--- config.mk ---
export PLATFORM = sky130hd
export DESIGN_NAME = out_scheduler
export DESIGN_NICKNAME = d
export VERILOG_FILES = /design/src/rtl/out_scheduler.sv
export SDC_FILE = /design/constraint.sdc
export NUM_CORES = 2
export LEC_CHECK = 0
export CORE_AREA = 2 2 751 753
export CTS_CLUSTER_DIAMETER = 60
export DETAILED_ROUTE_END_ITERATION = 6
export DIE_AREA = 0 0 753 755
export HOLD_SLACK_MARGIN = 0.08
export MAX_ROUTING_LAYER = met4
export SYNTH_ARGS = -nofsm -noshare
export SYNTH_HDL_FRONTEND = slang
export SYNTH_SLANG_ARGS = --single-unit
--- constraint.sdc ---
create_clock -name clk -period 1.9 [get_ports clk]
set_input_delay 0.475 -clock clk [delete_from_list [all_inputs] [get_ports clk]]
set_output_delay 0.475 -clock clk [all_outputs]
set_load 0.05 [all_outputs]
--- src/rtl/out_scheduler.sv ---
// rtl/out_scheduler.sv - round-robin scheduler serialising parallel layer results onto one word stream
// Optional build macro: SCHED_FIXED_PRIO_EN (lowest-index requester always wins, pointer frozen at 0).
`timescale 1ns/1ps
`ifndef dataWidth
`define dataWidth 16
`endif

module out_scheduler #(
    parameter int NUM_REQ    = 4,
    parameter int NUM_NEURON = 30
) (
    input  logic                                      clk,
    input  logic                                      reset,
    input  logic [NUM_REQ-1:0]                        req_valid,
    input  logic [NUM_REQ*NUM_NEURON*`dataWidth-1:0]  req_data,
    output logic [NUM_REQ-1:0]                        req_ack,
    output logic                                      out_valid,
    input  logic                                      out_ready,
    output logic [`dataWidth-1:0]                     out_data,
    output logic [$clog2(NUM_REQ)-1:0]                out_src,
    output logic                                      out_last,
    output logic                                      busy
);

    localparam int DW      = `dataWidth;
    localparam int SLICE_W = NUM_NEURON * DW;
    localparam int PTR_W   = $clog2(NUM_REQ);
    localparam int CNT_W   = $clog2(NUM_NEURON + 1);

    typedef enum logic {
        S_IDLE = 1'b0,
        S_SEND = 1'b1
    } state_t;

    state_t               r_state;
    state_t               w_state_next;
    logic [PTR_W-1:0]     r_ptr;
    logic [PTR_W-1:0]     r_src;
    logic [CNT_W-1:0]     r_cnt;
    logic [SLICE_W-1:0]   r_hold;
    logic [NUM_REQ-1:0]   r_ack;

    logic                 w_found;
    logic [PTR_W-1:0]     w_grant;
    logic [PTR_W:0]       w_sum;
    logic                 w_last;
    logic                 w_grant_fire;
    logic                 w_beat;

    // Search starts at the pointer and wraps; the extra sum bit keeps the wrap exact
    // for non-power-of-two requester counts.
    always_comb begin
        w_found = 1'b0;
        w_grant = '0;
        w_sum   = '0;
        for (int i = 0; i < NUM_REQ; i++) begin
            w_sum = {1'b0, r_ptr} + (PTR_W+1)'(i);
            if (w_sum >= (PTR_W+1)'(NUM_REQ))
                w_sum = w_sum - (PTR_W+1)'(NUM_REQ);
            if (!w_found && req_valid[w_sum[PTR_W-1:0]]) begin
                w_found = 1'b1;
                w_grant = w_sum[PTR_W-1:0];
            end
        end
    end

    assign w_last       = (r_cnt == CNT_W'(NUM_NEURON - 1));
    assign w_grant_fire = (r_state == S_IDLE) && w_found;
    assign w_beat       = (r_state == S_SEND) && out_ready;

    always_ff @(posedge clk or negedge reset) begin
        if (!reset)
            r_state <= S_IDLE;
        else
            r_state <= w_state_next;
    end

    always_comb begin
        w_state_next = r_state;
        case (r_state)
            S_IDLE:  if (w_found) w_state_next = S_SEND;
            S_SEND:  if (out_ready && w_last) w_state_next = S_IDLE;
            default: w_state_next = S_IDLE;
        endcase
    end

    always_ff @(posedge clk or negedge reset) begin
        if (!reset) begin
            r_ptr  <= '0;
            r_src  <= '0;
            r_cnt  <= '0;
            r_hold <= '0;
            r_ack  <= '0;
        end else begin
            r_ack <= '0;
            if (w_grant_fire) begin
                r_hold         <= req_data[w_grant*SLICE_W +: SLICE_W];
                r_src          <= w_grant;
                r_cnt          <= '0;
                r_ack[w_grant] <= 1'b1;
            end else if (w_beat) begin
                if (w_last) begin
`ifndef SCHED_FIXED_PRIO_EN
                    r_ptr <= (r_src == PTR_W'(NUM_REQ - 1)) ? '0 : r_src + 1'b1;
`endif
                end else begin
                    r_cnt  <= r_cnt + 1'b1;
                    r_hold <= r_hold >> DW;
                end
            end
        end
    end

    // The low word of the hold register is always the word on the wire.
    assign out_data  = r_hold[DW-1:0];
    assign out_valid = (r_state == S_SEND);
    assign busy      = (r_state == S_SEND);
    assign out_last  = w_last && (r_state == S_SEND);
    assign out_src   = r_src;
    assign req_ack   = r_ack;

endmodule

==> metrics.md <==
| Metric | Value |
|---|---|
| Final slew viol count | 0 |
| FF-to-FF Start | r_ptr[1] |
| Post-Synthesis Cells | 3560 |
| MaxCap Viol Count | 0 |
| Clock Skew | 0.0910 ns |
| Global placement routability congestion | 1.11 |
| Part of the cycle the worst path needs | 141% |
| Final Critical Period | 2.67 ns |
| Fin. Hold Viols | 0 |
| First-pass GRT wire length | 654000 um |
| Total wire length | 575000 um |
| DIE AREA | 569000 um2 |
| Slowest CP cell | dfrtp_2 |
| Starting density of the core | 6.10% |
| Tightest Hold Check Type | in2async |
| Top sig layer | met4 |
| Initial antenna violation count | 756 |
| Failing checks | DRC, setup timing |
| Core Rows | 275 |
| Status | finished, violations left |
| Type of origin of the critical path | flip-flop |
| Peak supply drop | 574 uV |
| Worst-case clock buffer depth | 4 |
| Synth top area cells | dfrtp_1, mux2i_1, a221oi_1, nand2_1, and3_1 |
| Syn nets | 5490 |
| I/O Pins | 1952 |
| Fmax | 0.375 GHz |
| Relative slew slack | 49.3% |
| Flop2flop setup slack | -0.77 ns |
| Floorplan Core Area | 560000 um2 |
| Routed len/inst | 40.6 um |
| Clock-pin slew on the worst setup and hold paths | 0.06 ns |
| TritonCTS clock tree | done |
| Num CTS Buffers | 84 |
| R2R cell count | 10 |
| Post-synthesis cell area | 34200 um2 |
| Layout Cells excl Fill | 14100 |
| CP max FO | 8 |
| Width of the die | 753 um |
| # placed instances | 13100 |
| Worst endpoint required time | 2.56 ns |
| Sink Count | 494 |
| Count of warnings emitted by yosys | 0 |
| DRC | 2 |
| Critical path's largest stage delay | 0.47 ns |
| Layout cell share with drive strength beyond 1 | 29.8% |
| Synth-to-layout area growth | 146% |
| Die height | 755 um |
| Critical path's top delay family | buffers and inverters |
| Worst Max-Slew Pin Slew | 0.761 ns |
| Crit Path Category | reg2reg |
| PortBufs | 1951 |
| Crit. End Element | flip-flop |
| Initial drt markers | 5940 |
| Clock latency at the later pin of the worst-skew pair | 0.89 ns |
| Pre-antenna DRT Iters | 7 |
| Vias per std cell | 3.51 |
| Crit path buf inv count | 5 |
| Post-DP HPWL | 497000 um |
| Remaining global-route overflow | 0 |
| Synthesis-stage register bit count | 494 |
| Power Density | 941 nW/um2 |
| H-tree depth reported by CTS | 3 |
| Vias in the first global route | 43900 |
| Met2 routed wirelength | 241000 um |
| Synth area leader | dfrtp_1 |
| Sequential area share after synthesis | 36.2% |
| Cell Chain, Critical Path | mux2i_4 > a2bb2oi_4 > buf_12 > nand2_8 > buf_16 > buf_16 > buf_16 > buf_8 > mux2i_4 > a221oi_2 |
| Routed wl met3 | 83700 um |
| DRT antenna net count | 0 |
| Most frequent CP cell | buf_16 |
| Unique masters post-synth | 40 |
| RR Endpoint | r_hold[58] |
| Synthesized area per cell | 9.59 um2 |
| Vias | 49700 |
| Worst hold slack | 0.185 ns |
| Root buffer cell | clkbuf_16 |
| GRT Total Usage | 19.3% |
| M1 wire length | 203000 um |
| Largest net degree at the start of global routing | 63 |
| Setup-violating endpoint count in the final report | 503 |
| Synth top area share | 36.2% |
| Crit path DAT | 3.33 ns |
| RSZ-0062 raised after global routing | true |
| Layout net count | 7922 |
| Setup WS post-layout | -0.770 ns |
| Pleak | 0.0318 uW |
power by group:
part | leakage [uW] | switching (uW) | internal, uW | total [uW]
combinational | 0.0237 | 20300 | 22800 | 43100
sequential | 0.00667 | 4840 | 14500 | 19300
clock | 0.00138 | 6910 | 9670 | 16600
total | 0.0318 | 32100 | 47000 | 79000
metrics by stage:
step	total power [uW]	TNS (ns)	instance area, um2	setup slack (ns)	util, %
finish	79000	-271.73	84000	-0.770	15.0
global route	81600	-295.04	83900	-0.894	15.0
CTS	71000	-288.16	74500	-0.889	13.3
detailed placement	48200	-560.22	66500	-1.83	11.9
global placement	47800	-562.95	66500	-1.96	11.9
floorplan	31000	-14.94	34700	-0.169	-
metal layers:
layer	global-route usage [%]	vias to the layer above
li1	-	19300
met1	20.1	24000
met2	28.2	4641
met3	11.1	1670
met4	11.5	0
met5	-	-
repair_timing:
action,in CTS,in global routing
resized for setup,636,1089
hold endpoints to repair,156,0
cloned,27,51
endpoints found under the setup margin,515,513
buffers inserted,94,209
hold buffers,1,0
pin swaps,66,270
logic make-up (layout without fill, tap and decap cells):
family,count (synthesis),after routing,share of synthesized area [%]
compound gates,633,633,15.5
xor+xnor,4,4,0.103
fa+ha+maj,3,3,0.110
buf+inv,375,2866,5.17
flops,494,494,36.2
mux,957,957,28.1
other cells,0,611,0
simple gates,1094,1094,14.7
registers in the layout, summed over array words and instances (netlist names):
signal	flops
busy	1
out_src	2
r_cnt	5
r_hold	480
r_ptr	2
req_ack	4
final cells by class:
class                   count  area (um2)
fillers                 62400      476000
repair buffers           2719       30900
flip-flops and latches    494       12400
diodes                    611        1530
clock inverters            42         547
multi-input cells        2691       26900
clock buffers             103        2270
inverters                   2        7.51
well taps                7479        9360
worst max-delay path by stage:
| stage | to | cells after the start | slack, ns | startpoint |
|---|---|---|---|---|
| 6_report | r_hold[58] | 10 | -0.77 | r_ptr[1] |
| 5_1_grt | out_last | 7 | -0.89 | r_cnt[1] |
| 4_1_cts | out_last | 7 | -0.89 | r_cnt[1] |
| 3_5_place_dp | r_hold[248] | 10 | -1.83 | req_valid[3] |
| 3_3_place_gp | r_hold[252] | 10 | -1.96 | req_valid[3] |
| 2_1_floorplan | r_hold[151] | 9 | -0.17 | r_cnt[0] |
cells in the mapped netlist (all sizes together):
cell	instances
mux2i	929
nand2	707
dfrtp	494
and3	344
a221oi	343
buf	200
clkbuf	173
o221ai	121
a22oi	111
mux2	28
o21ai	18
a21oi	17
nand3	17
a221o	16
nor2	16
ha	3
nand4	3
xor2	3
a211oi	2
a21o	2
inv	2
nand2b	2
a2bb2oi	1
and2	1
nor3	1
nor3b	1
nor4	1
o2bb2ai	1
o31ai	1
or2	1
xnor2	1
placed cells by master, fill, tap and decap left out, drive strengths merged, types with 2 or more instances in the layout:
master	instances
a211oi	2
a21o	2
a21oi	17
a221o	16
a221oi	343
a22oi	111
and3	344
buf	746
bufinv	8
clkbuf	150
clkdlybuf4s50	1925
clkinv	16
clkinvlp	4
dfrtp	494
diode	611
ha	3
inv	16
mux2	28
mux2i	929
nand2	707
nand2b	2
nand3	17
nand4	3
nor2	16
o21ai	18
o221ai	121
xor2	3
(Power assumes the default switching activity.)
